<file path="src/rtl/mtx_resp.sv">
// mtx_resp -- responder end of the matrix-operand fetch handshake.
//
// The systolic MMULT controller raises mtx_mreq with a word address on
// mtxaddr and holds both until it sees datack. This block wins the local RAM
// read port through the RAM arbiter (ram_req/ram_gnt), captures the returned
// word into mtx_data and pulses datack for one cycle while mtx_data is stable.
//
// Handshake semantics: mtx_mreq is a level request that is sampled only in
// IDLE; datack is a single-cycle acknowledge marking the one cycle mtx_data
// belongs to the request. On the RAM side ram_req is a level request held
// with a stable ram_addr until ram_gnt is seen high; ram_rdata is taken in
// the cycle after that grant. ram_gnt is ignored while ram_req is low.
//
// Optional build macro: MTX_RESP_BUFFER_EN adds a one-entry read buffer
// (tag/valid/data) that answers a repeated address without touching the RAM,
// kept coherent by snooping local RAM writes (ram_wr/ram_waddr).
//
// Ports:
//   clk, reset          system clock, synchronous active-high reset
//   mtx_mreq, mtxaddr   fetch request and word address from the controller
//   datack, mtx_data    one-cycle acknowledge and registered data word
//   mtx_busy            high whenever the FSM is not IDLE
//   ram_req, ram_addr   read request/address to the local RAM arbiter
//   ram_gnt, ram_rdata  arbiter grant and read data (one cycle after grant)
//   ram_wr, ram_waddr   local RAM write snoop (used only by the buffer)
//   state_dbg           current FSM state (IDLE=0, ARB=1, DATA=2, ACK=3)
module mtx_resp #(
  parameter int ADDR_W = 10,
  parameter int DATA_W = 32
) (
  input  logic              clk,
  input  logic              reset,
  input  logic              mtx_mreq,
  input  logic [ADDR_W-1:0] mtxaddr,
  output logic              datack,
  output logic [DATA_W-1:0] mtx_data,
  output logic              mtx_busy,
  output logic              ram_req,
  output logic [ADDR_W-1:0] ram_addr,
  input  logic              ram_gnt,
  input  logic [DATA_W-1:0] ram_rdata,
  input  logic              ram_wr,
  input  logic [ADDR_W-1:0] ram_waddr,
  output logic [1:0]        state_dbg
);

  typedef enum logic [1:0] {
    IDLE = 2'd0,
    ARB  = 2'd1,
    DATA = 2'd2,
    ACK  = 2'd3
  } state_t;

  state_t            state, state_nx;
  logic [ADDR_W-1:0] addr_q;
  logic              buf_hit;
  logic [DATA_W-1:0] buf_rdata;

`ifdef MTX_RESP_BUFFER_EN
  logic              buf_valid;
  logic [ADDR_W-1:0] buf_tag;
  logic [DATA_W-1:0] buf_data;
  logic              wr_hits_tag;

  // A write to the buffered address in the lookup cycle wins over the hit,
  // so the request is fetched fresh from RAM.
  assign wr_hits_tag = ram_wr && (ram_waddr == buf_tag);
  assign buf_hit     = buf_valid && (buf_tag == mtxaddr) && !wr_hits_tag;
  assign buf_rdata   = buf_data;

  always_ff @(posedge clk) begin
    if (reset) begin
      buf_valid <= 1'b0;
      buf_tag   <= '0;
      buf_data  <= '0;
    end else if (state == DATA) begin
      // DATA always moves to ACK, so this is the fill point. A write to the
      // same word in this cycle makes the captured data stale: keep it
      // invalid. A write in the following ACK cycle is caught by the tag
      // compare below.
      buf_tag   <= addr_q;
      buf_data  <= ram_rdata;
      buf_valid <= !(ram_wr && (ram_waddr == addr_q));
    end else if (wr_hits_tag) begin
      buf_valid <= 1'b0;
    end
  end
`else
  logic unused_snoop;

  assign buf_hit      = 1'b0;
  assign buf_rdata    = '0;
  assign unused_snoop = ^{ram_wr, ram_waddr};
`endif

  // Next-state logic.
  always_comb begin
    state_nx = state;
    case (state)
      IDLE: if (mtx_mreq) state_nx = buf_hit ? ACK : ARB;
      ARB:  if (ram_gnt)  state_nx = DATA;
      DATA: state_nx = ACK;
      ACK:  state_nx = IDLE;
      default: state_nx = IDLE;
    endcase
  end

  always_ff @(posedge clk) begin
    if (reset) begin
      state    <= IDLE;
      addr_q   <= '0;
      mtx_data <= '0;
    end else begin
      state <= state_nx;
      if (state == IDLE && mtx_mreq) begin
        addr_q <= mtxaddr;
        if (buf_hit) mtx_data <= buf_rdata;
      end
      if (state == DATA) mtx_data <= ram_rdata;
    end
  end

  // Outputs are either registers or pure decodes of the state register.
  assign ram_req   = (state == ARB);
  assign ram_addr  = addr_q;
  assign datack    = (state == ACK);
  assign mtx_busy  = (state != IDLE);
  assign state_dbg = state;

endmodule

</file>
<file path="config.mk">
export PLATFORM = sky130hd
export DESIGN_NAME = mtx_resp
export DESIGN_NICKNAME = d
export VERILOG_FILES = /design/src/rtl/mtx_resp.sv
export SDC_FILE = /design/constraint.sdc
export NUM_CORES = 1
export LEC_CHECK = 0
export BUFFER_PORTS_ARGS = -buffer_cell sky130_fd_sc_hd__buf_2
export CAP_MARGIN = 20
export CORE_AREA = 3 3 70 72
export DETAILED_ROUTE_END_ITERATION = 8
export DIE_AREA = 0 0 73 75
export GPL_ROUTABILITY_DRIVEN = 1
export PLACE_DENSITY = 0.74
export SYNTH_ARGS = -nofsm -noshare
export SYNTH_HDL_FRONTEND = slang
export SYNTH_SLANG_ARGS = --single-unit
</file>
<file path="constraint.sdc">
create_clock -name clk -period 1.2 [get_ports clk]
set_input_delay 0.12 -clock clk [delete_from_list [all_inputs] [get_ports clk]]
set_output_delay 0.12 -clock clk [all_outputs]
set_load 0.01 [all_outputs]
</file>
# ---- After elaboration in Yosys (flattened, before gate mapping)
# Index checks and enable logic that the tools add are counted.
dict set report op_classes {
  n_eq_ne 5
  n_mux 3
  n_reduce_logical 4
}
# op count
set ops {}
lappend ops {{2-bit one-hot mux with 4 select lines} 1}
lappend ops {{2-bit == test (second input constant)} 2}
lappend ops {{2-bit two-way mux} 2}
lappend ops {{2-bit by 1-bit == test with 1-bit output (second input constant)} 1}
lappend ops {{2-bit logical NOT} 1}
lappend ops {{2-bit by 1-bit != test with 1-bit output (second input constant)} 1}
lappend ops {{2-bit != test (second input constant)} 1}
lappend ops {{2-bit AND reduction} 1}
lappend ops {{2-bit nonzero test} 1}
lappend ops {{1-bit logical AND} 1}
dict set report totals {
  register_bits 44
  elab_cells 15
  inputBits 57
  output_inout_bits 47
}

# ---- Logic depth before layout (Yosys ltp)
# Gate-level depths: netlist (run 1).
dict set report logic_depth {
  ltp_word 3
  ltp_mapped 6
  depth_no_buf 5
}

# ---- Worst setup path before layout (run 1)
# Ideal clock, no wire load.
dict set report synth_timing {
  path_kind {register -> register}
  from {register state[0], in the netlist state_dbg[0]}
  to {register state[0], in the netlist state_dbg[0]}
  stages_incl_launch_ff 6
  arrival_time_ns 1.297
  path_buffers 1
  setup_time_ns 0.116
  setup_slack_ns -0.213
  synth_period_minus_slack_ns 1.413
  t_required_ns 1.084
  path_cell_list {dfxtp_1 > inv_1 > ha_1 > buf_6 > or3_1 > o211a_1}
}
dict set report synth_between {
  elab_chain_cells 3
  word_cells_on_any_way 8
  classes_between {5 x eq/ne; 1 x mux; 2 x reduce/logical}
}
# element line
set synth_lines {}
lappend synth_lines {{start, declared} 54} ;# state_t state, state_nx;
lappend synth_lines {{start signal, assigned} 114} ;# state <= state_nx;
lappend synth_lines {{2-bit by 1-bit == test with 1-bit output / 2-bit logical NOT (equally long branches)} 99} ;# case (state)
lappend synth_lines {{2-bit by 1-bit != test with 1-bit output (no line) / 2-bit != test (equally long branches)} n/a}
lappend synth_lines {{2-bit AND reduction (no line)} n/a}
# Several ways; a longest one is shown, not always the timed one.
# A chain may end at the register's enable or synchronous reset.

# ---- Worst setup path after layout (run 1)
dict set report layout_timing {
  from {register state[1], in the netlist state_dbg[1]}
  to {register state[0], in the netlist state_dbg[0]}
}
# The elaborated chain is that of the path after synthesis.

==> reports/qor.yml, run 1 <==
outcome: "finished, violations left"
violations: "setup timing"
cap_viol_max_count: 0
drc: 0
fill_cells: 404
synth_warnings: 0
dpl.cell_count: 307
tightest_slew_ps: 271
layout_commonest_cell: "buf_2"
dieArea_mm2: 0.00548
layout_common_cells: "92 x buf_2, 42 x dfxtp_1, 32 x nor2_1"
wire_per_inst_um: 11.6
cp.required_ps: 1390
crit_path_max_incr_delay_ps: 370
synthTopCellsByArea: "dfxtp_1 54%, mux2i_1 20%, nor2_1 7.3%"
yosysSeqAreaShare_pct: 53.7
grt_usage_pct: 13.1
place_ws_ps: -107
yosys.area_share.simple_pct: 13.7
syn-cell-area_mm2: 0.00164
drive_gt1_share_pct: 44.9
cts_htree_levels: 2
hpwl_mm: 2.74
fp.dieH_um: 75
avgSynthCellArea_um2: 9.89
cts_tree: "built"
min_path_type: "in -> reg"
io_pins: 104
fin_crit_sh_pct: 104
cp_slowest_cell: "dfxtp_4"
io_buffers: 92
endpoint_kind: "register"
yosysTopAreaCellShare_pct: 53.7
fin_crit_ps: 1250
fp.coreArea_mm2: 0.00435
clkSlewWorstSetupHoldPaths_ps: 80
cts_root_buffer: "clkbuf_8"
grt.overflow.total: 0
cts_buffer_depth: 2
synthXorXnorAreaFrac_pct: 0
synthMuxAreaShare_pct: 20.1
areaGrowthSynthToFinish_pct: 43.7
grt_max_degree: 26
peakVddDrop_mv: 0.832
setup_slack_ps: -49.2
crit_chain: "inv_2 -> ha_2 -> nor2b_4 -> or3_1 -> o211a_1"
synth_fa_ha_area_share_pct: 3.05
cts_buffers: 5
placed_cell_area_mm2: 0.00221
clock-sinks: 44
insertion_delay_ps: 290
maxSlewHeadroom_pct: 82.0
crit_fanout: 3
diodes: 0
p_leak_nw: 1.14
routed_wl_mm: 3.69
fp.dieW_um: 73
worstSetupPathType: "reg -> reg"
setup_viol: 3
ant_nets: 0
grt_pass1_wl_mm: 5.64
first_iter_violations: 37
fin_nets: 325
synthCells: 166
synth_seq_cells: 44
netlist-cell-type-count: 14
grt_pass1_vias: 1273
worstPathArrival_ps: 1440
fmax_ghz: 0.800
fin_cells: 317
gp_congestion: 0.693
drt_pre_antenna_iters: 4
rows: 24
vias: 1415
antenna_found_initial: 0
startpoint_type: "register"
yosysTopAreaCell: "dfxtp_1"
synth_compound_area_share_pct: 3.96
viasPerCell: 4.46
fin_skew_ps: 11.7
synth_fp_nets: 227
hold_ws_ps: 58.5
synth_top_family_by_area: "multiplexers"
hold_viol_final: 0
fin_area_mm2: 0.00236
p_per_area_mw_per_mm2: 1900
maxSlewViolCount: 0
initial_core_util_pct: 37.7
rsz0062_at_grt: "true"
-- per-stage QoR --
| stage | setup TNS (ps) | util (%) | total power [mW] |
|---|---|---|---|
| finish | -81.0 | 54.2 | 4.48 |
| detailed placement | -912 | 50.8 | 3.48 |
| floorplan | -65.2 | - | 2.92 |
| global placement | -512 | 50.8 | 3.44 |
| global route | -1910 | 54.2 | 4.77 |
| CTS | -105 | 53.2 | 4.44 |
-- registers in the layout, indices dropped and copies added (netlist names) --
signal	count
ram_addr	10
mtx_data	32
state_dbg	2
-- cells in the mapped netlist --
cell / number
nor2_1: 32
dfxtp_1: 44
o211a_1: 1
clkbuf_1: 3
mux2i_1: 33
nand2_1: 23
inv_1: 5
buf_6: 4
a21oi_1: 11
or3_1: 1
buf_2: 3
ha_1: 4
nor2b_1: 1
and2_1: 1
-- critical path: cells and delay by family, from the launching register on --
| family | cells | cell delay, ps |
|---|---|---|
| simple gates | 2 | 430 |
| flops | 1 | 370 |
| fa+ha+maj | 1 | 170 |
| compound gates | 1 | 130 |
| buf+inv | 1 | 40 |
-- kinds of logic (layout without fill, tap and decap cells) --
family,count (synthesis),count (layout)
buffers and inverters,15,114
flip-flops,44,44
AND/OR/NAND/NOR,58,58
AO/OA/AOI/OAI,12,12
multiplexers,33,33
adder cells (fa/ha/maj),4,4
-- what timing repair did --
action	in CTS	in global routing
hold buffers	0	0
endpoints found under the hold margin	0	0
resized for setup	6	2
buffers inserted	0	1
gates cloned	0	1
setup endpoints to repair	13	39
-- metal layers --
layer | share of wire [%] | track usage, % | vias up
li1 | - | - | 730
met1 | 43 | 16.0 | 622
met2 | 46 | 21.3 | 58
met3 | 9.7 | 5.34 | 5
met4 | 0.92 | 3.69 | 0
met5 | 0 | 0 | -
-- worst paths after layout --
check | cells past startpoint | startpoint | to | slack, ps
setup reg to reg | 5 | state_dbg[1]$_SDFFE_PP0P_ | state_dbg[0]$_SDFFE_PP0P_ | -50
hold / removal | 3 | mtxaddr[4] | ram_addr[4]$_SDFFE_PP0P_ | 60
hold reg to reg | 2 | ram_addr[0]$_SDFFE_PP0P_ | ram_addr[0]$_SDFFE_PP0P_ | 460
setup / recovery | 5 | state_dbg[1]$_SDFFE_PP0P_ | state_dbg[0]$_SDFFE_PP0P_ | -50
-- layout make-up --
class,instances,area (um^2),area share (%)
Sequential cell,44,888,37.7
Multi-Input combinational cell,107,707,30.0
Inverter,5,21.3,0.902
Clock buffer,8,90.1,3.82
Tap cell,52,65.1,2.76
Timing Repair Buffer,101,587,24.9
-- power breakdown --
part	internal, mW	switching, mW	total, mW
Sequential	1.72	0.137	1.86
Combinational	0.874	0.833	1.71
Clock	0.469	0.442	0.912
(Power assumes the default switching activity.)
==> run 2: changes to the inputs <==
CTS_CLUSTER_DIAMETER = 50   (was default)
SETUP_SLACK_MARGIN = 0.2   (was default)
==> run 2 against run 1 <==
Compared with the run above: first-iteration DRC count fell by 32%; total power grew 11%; sequential cell count did not move; the run still ends with setup timing left; highest routed layer unchanged.
==> reports/qor.yml, run 2 (same netlist as run 1, synthesis figures left out) <==
outcome: "finished, violations left"
violations: "setup timing"
antenna_found_initial: 0  # unchanged
hold_depth: 3  # unchanged
crit_chain: "inv_4 -> ha_4 -> or3_1 -> o211a_1"
postCtsHoldBufs: 0  # unchanged
fp.dieH_um: 75  # unchanged
rrSetupSlack_ps: -70  # -20 ps
clock-sinks: 44  # unchanged
multi_input_area_um2: 742  # +5.0%
r2r_cells: 4  # -1
hold_path_end: "ram_addr[2]$_SDFFE_PP0P_"
areaGrowthSynthToFinish_pct: 50.5
ant_nets: 0  # unchanged
endpoint_kind: "register"
worstHoldStart: "mtxaddr[2]"
startpoint_type: "register"
critPathTopFamily: "flip-flops"
drive_gt1_share_pct: 46.6  # +1.7 points
crit_path_max_incr_delay_ps: 400  # +30 ps
largest_reg_flops: 32  # unchanged
fp.dieW_um: 73  # unchanged
viasPerCell: 4.54  # +1.8%
fp.coreArea_mm2: 0.00435  # unchanged
clkSlewWorstSetupHoldPaths_ps: 80  # about the same
rows: 24  # unchanged
regArea_um2: 888  # unchanged
gp_congestion: 0.719  # +3.7%
cts_buffer_depth: 2  # unchanged
grt_pass1_vias: 1403  # +10%
insertion_delay_ps: 290  # about the same
first_iter_violations: 25  # -32%
io_buffers: 92  # unchanged
rsz0062_at_grt: "true"
fin_crit_ps: 1270  # +21.8 ps
setup_slack_ps: -71.0  # -21.8 ps
diodes: 0  # unchanged
cp.required_ps: 1390  # about the same
grt.overflow.total: 0  # unchanged
r2r_end: "state_dbg[0]$_SDFFE_PP0P_"
fin_crit_sh_pct: 106  # +1.8 points
finalPower_mw: 4.98  # +11%
initial_core_util_pct: 37.7  # unchanged
setup_viol: 15  # +12
vias: 1454  # +2.8%
path_buf_inv: 1  # unchanged
grt_usage_pct: 13.1  # +0.052 points
cap_viol_max_count: 0  # unchanged
r2r-start: "state_dbg[0]$_SDFFE_PP0P_"
wire_per_inst_um: 11.6  # about the same
hold_ws_ps: 61.6  # +3.08 ps
peakVddDrop_mv: 0.911  # +9.4%
regMostFlops: "mtx_data"
grt_pass1_wl_mm: 5.58  # -1.1%
dieArea_mm2: 0.00548  # unchanged
io_pins: 104  # unchanged
p_per_area_mw_per_mm2: 2010  # +6.2%
drc: 0  # unchanged
hold_viol_final: 0  # unchanged
drt_pre_antenna_iters: 4  # unchanged
min_path_type: "in -> reg"
crit_fanout: 8  # +5
grt_max_degree: 25  # -3.8%
cp_slowest_cell: "dfxtp_4"
fin_nets: 329  # +1.2%
hpwl_mm: 2.74  # +0.16%
maxSlewViolCount: 0  # unchanged
cts_htree_levels: 2  # unchanged
worstSetupPathType: "reg -> reg"
fmax_ghz: 0.787  # -1.7%
fin_skew_ps: 7.35  # -4.33 ps
fill_cells: 390  # -3.5%
cts_tree: "built"
routed_wl_mm: 3.72  # +0.98%
p_leak_nw: 1.18  # +3.6%
layout_common_cells: "88 x buf_2, 42 x dfxtp_1, 33 x mux2i_1"
cts_root_buffer: "clkbuf_8"
tightest_slew_ps: 279  # +8.49 ps
layout_commonest_cell: "buf_2"
cts_buffers: 5  # unchanged
final_util_pct: 56.8  # +2.6 points
worstPathArrival_ps: 1460  # +20 ps
maxSlewHeadroom_pct: 81.4  # -0.57 points
-- run 2: cell types whose count changed in the layout (fill, tap and decap cells not counted), sizes merged --
cell	delta
and2	+1
buf	+4
clkbuf	-3
bufinv	+1
-- run 2: how the worst max path moves through the flow --
stage / start / to / slack, ps / depth (start not counted)
after floorplan: state_dbg[0]$_SDFFE_PP0P_ / state_dbg[0]$_SDFFE_PP0P_ / -70 / 5
after global placement: state_dbg[0]$_SDFFE_PP0P_ / ram_addr[7]$_SDFFE_PP0P_ / -80 / 5
after detailed placement: state_dbg[0]$_SDFFE_PP0P_ / ram_addr[0]$_SDFFE_PP0P_ / -130 / 5
after CTS: state_dbg[0]$_SDFFE_PP0P_ / state_dbg[0]$_SDFFE_PP0P_ / -60 / 4
after global routing: state_dbg[1]$_SDFFE_PP0P_ / state_dbg[1]$_SDFFE_PP0P_ / -100 / 6
final: state_dbg[0]$_SDFFE_PP0P_ / state_dbg[0]$_SDFFE_PP0P_ / -70 / 4
-- run 2: area by class of cell --
type	instances	share of cell area [%]
sequential	44	35.9
clock inverter	1	1.22
tap	52	2.63
timing repair buffer	104	25.4
clock buffer	6	3.80
inverter	5	0.962
multi-input combinational	108	30.0
-- run 2: metrics by stage --
step	cell area, um^2	std cells	setup TNS, ps	worst slack [ps]
after floorplan	1670	166	-65.2	-65.2
after global placement	2230	309	-792	-82.7
after detailed placement	2230	309	-1190	-130
after CTS	2380	317	-345	-61.2
after global routing	2470	320	-1880	-101
final	2470	320	-212	-71.0
-- run 2: worst min-delay path, stage by stage --
cell and delay, ps:
buf_2 100, nand2_1 40, a21oi_1 50
-- run 2: routing by layer --
layer	global-route usage, %	routed length (um)
met1	14.7	1530
met2	22.5	1800
met3	5.34	352
met4	4.71	34
met5	0	0
-- run 2: what timing repair did --
| item | 4_1_cts | 5_1_grt |
|---|---|---|
| buffers inserted | 1 | 2 |
| resized for setup | 5 | 15 |
| pin swaps | 0 | 1 |
| setup endpoints to repair | 47 | 48 |
| endpoints found under the hold margin | 0 | 0 |
| cloned | 0 | 1 |
-- run 2: power breakdown --
part	internal, mW	switching (mW)	leakage [nW]
Clock	0.735	0.468	0.0624
Sequential	1.72	0.151	0.359
Combinational	1.02	0.885	0.760
Total	3.47	1.50	1.18
==> run 3: changes to the inputs <==
CAP_MARGIN = default   (was 20)
GPL_TIMING_DRIVEN = 0   (was default)
==> run 3 against run 2 <==
Compared with the run above: the run still ends with setup timing left; sequential cell count did not move; total power fell by 0.88%; combinational power rose by 8%.
==> reports/qor.yml, run 3 (same netlist as run 1, synthesis figures left out) <==
drt_pre_antenna_iters: 4  # unchanged
fin_cells: 323  # +0.94%
grt.overflow.total: 0  # unchanged
cts_buffers: 5  # unchanged
cts_tree: "built"
outcome: "finished, violations left"
viasPerCell: 4.50  # -1.0%
io_buffers: 91  # -1.1%
fp.coreArea_mm2: 0.00435  # unchanged
wire_per_inst_um: 12.2  # +5.1%
largest_reg_flops: 32  # unchanged
crit_fanout: 7  # -1
p_per_area_mw_per_mm2: 1950  # -3.1%
grt_max_degree: 15  # -40%
grt_pass1_wl_mm: 5.71  # +2.5%
fmax_ghz: 0.777  # -1.3%
regMostFlops: "mtx_data"
vias: 1453  # -0.069%
endpoint_kind: "register"
grt_pass1_vias: 1362  # -2.9%
min_path_type: "in -> reg"
peakVddDrop_mv: 1.03  # +13%
routed_wl_mm: 3.95  # +6.1%
dieArea_mm2: 0.00548  # unchanged
ant_nets: 0  # unchanged
antenna_found_initial: 0  # unchanged
tightest_slew_ps: 420  # +141 ps
drc: 0  # unchanged
io_pins: 104  # unchanged
cts_buffer_depth: 2  # unchanged
rows: 24  # unchanged
dpl.cell_count: 309  # unchanged
worstSetupPathType: "reg -> reg"
areaGrowthSynthToFinish_pct: 54.0
maxSlewHeadroom_pct: 72.0  # -9.4 points
fin_crit_ps: 1290  # +16.2 ps
p_leak_nw: 1.20  # +1.4%
diodes: 0  # unchanged
fin_skew_ps: 8.38  # +1.03 ps
violations: "setup timing"
layout_common_cells: "89 x buf_2, 42 x dfxtp_1, 32 x mux2i_1, 32 x nor2_1, 14 x nand2_1"
clkSlewWorstSetupHoldPaths_ps: 80  # about the same
setup_viol: 14  # -1
worstPathArrival_ps: 1470  # about the same
cts_htree_levels: 2  # unchanged
first_iter_violations: 32  # +28%
gp_congestion: 0.737  # +2.5%
startpoint_type: "register"
maxSlewViolCount: 0  # unchanged
fin_nets: 331  # +0.61%
fin_crit_sh_pct: 107  # +1.4 points
clock-sinks: 44  # unchanged
rsz0062_at_grt: "true"
fp.dieW_um: 73  # unchanged
setup_slack_ps: -87.2  # -16.2 ps
final_util_pct: 58.0  # +1.3 points
fill_cells: 401  # +2.8%
cp.required_ps: 1380  # about the same
hold_viol_final: 0  # unchanged
insertion_delay_ps: 290  # about the same
hpwl_mm: 2.78  # +1.4%
cts_root_buffer: "clkbuf_8"
cap_viol_max_count: 0  # unchanged
grt_usage_pct: 13.2  # +0.12 points
rrSetupSlack_ps: -90  # -20 ps
layout_commonest_cell: "buf_2"
initial_core_util_pct: 37.7  # unchanged
drive_gt1_share_pct: 52.4  # +5.8 points
fp.dieH_um: 75  # unchanged
run 3: per-layer routing:
| metal | track usage (%) | part of all wire (%) |
|---|---|---|
| met5 | 0 | 0 |
| met4 | 5.53 | 1.0 |
| met3 | 4.54 | 9.2 |
| met2 | 22.5 | 49 |
| met1 | 15.2 | 41 |
run 3: area by class of cell:
cell class | instances | area [um^2] | share of cell area, %
clock buffers | 6 | 93.8 | 3.71
repair buffers | 97 | 547 | 21.6
multi-input cells | 107 | 791 | 31.3
clock inverters | 2 | 11.3 | 0.446
flip-flops and latches | 44 | 888 | 35.1
well taps | 52 | 65.1 | 2.57
plain buffers | 10 | 108 | 4.26
inverters | 5 | 23.8 | 0.941
run 3: final timing paths:
check | start | endpoint | cells past startpoint
max reg2reg | state_dbg[0]$_SDFFE_PP0P_ | state_dbg[0]$_SDFFE_PP0P_ | 5
max | state_dbg[0]$_SDFFE_PP0P_ | state_dbg[0]$_SDFFE_PP0P_ | 5
min | ram_rdata[3] | mtx_data[3]$_SDFFE_PP0N_ | 3
min reg2reg | ram_addr[3]$_SDFFE_PP0P_ | ram_addr[3]$_SDFFE_PP0P_ | 2
run 3: timing repair:
item                       CTS  global route
pin swaps                    2            11
cloned                       0             2
resized for setup            4            40
setup endpoints to repair   47            48
hold buffers                 0             0
setup buffers                3             1
run 3: power by group:
group / total (mW) / internal, mW / switching [mW] / leakage (nW)
Clock: 1.02 / 0.534 / 0.485 / 0.0566
Sequential: 1.87 / 1.72 / 0.148 / 0.359
Combinational: 2.05 / 1.09 / 0.960 / 0.782
Total: 4.93 / 3.34 / 1.59 / 1.20
run 3: critical path, cell delays in order (launching register included):
cell and delay (ps):
dfxtp_4 380, inv_4 50, ha_4 150, buf_12 140
or3_1 340, o211a_1 130
run 3: metrics by stage:
stage | setup TNS (ps) | setup WS, ps | power, mW | area (um^2) | hold slack, ps
floorplan | -65.2 | -65.2 | 2.93 | 1670 | 256
CTS | -668 | -73.5 | 4.55 | 2330 | 50.0
global route | -1750 | -114 | 5.25 | 2530 | 52.1
detailed placement | -1490 | -91.5 | 3.43 | 2190 | 368
global placement | -675 | -78.0 | 3.39 | 2190 | 351
finish | -192 | -87.2 | 4.93 | 2530 | 60.6
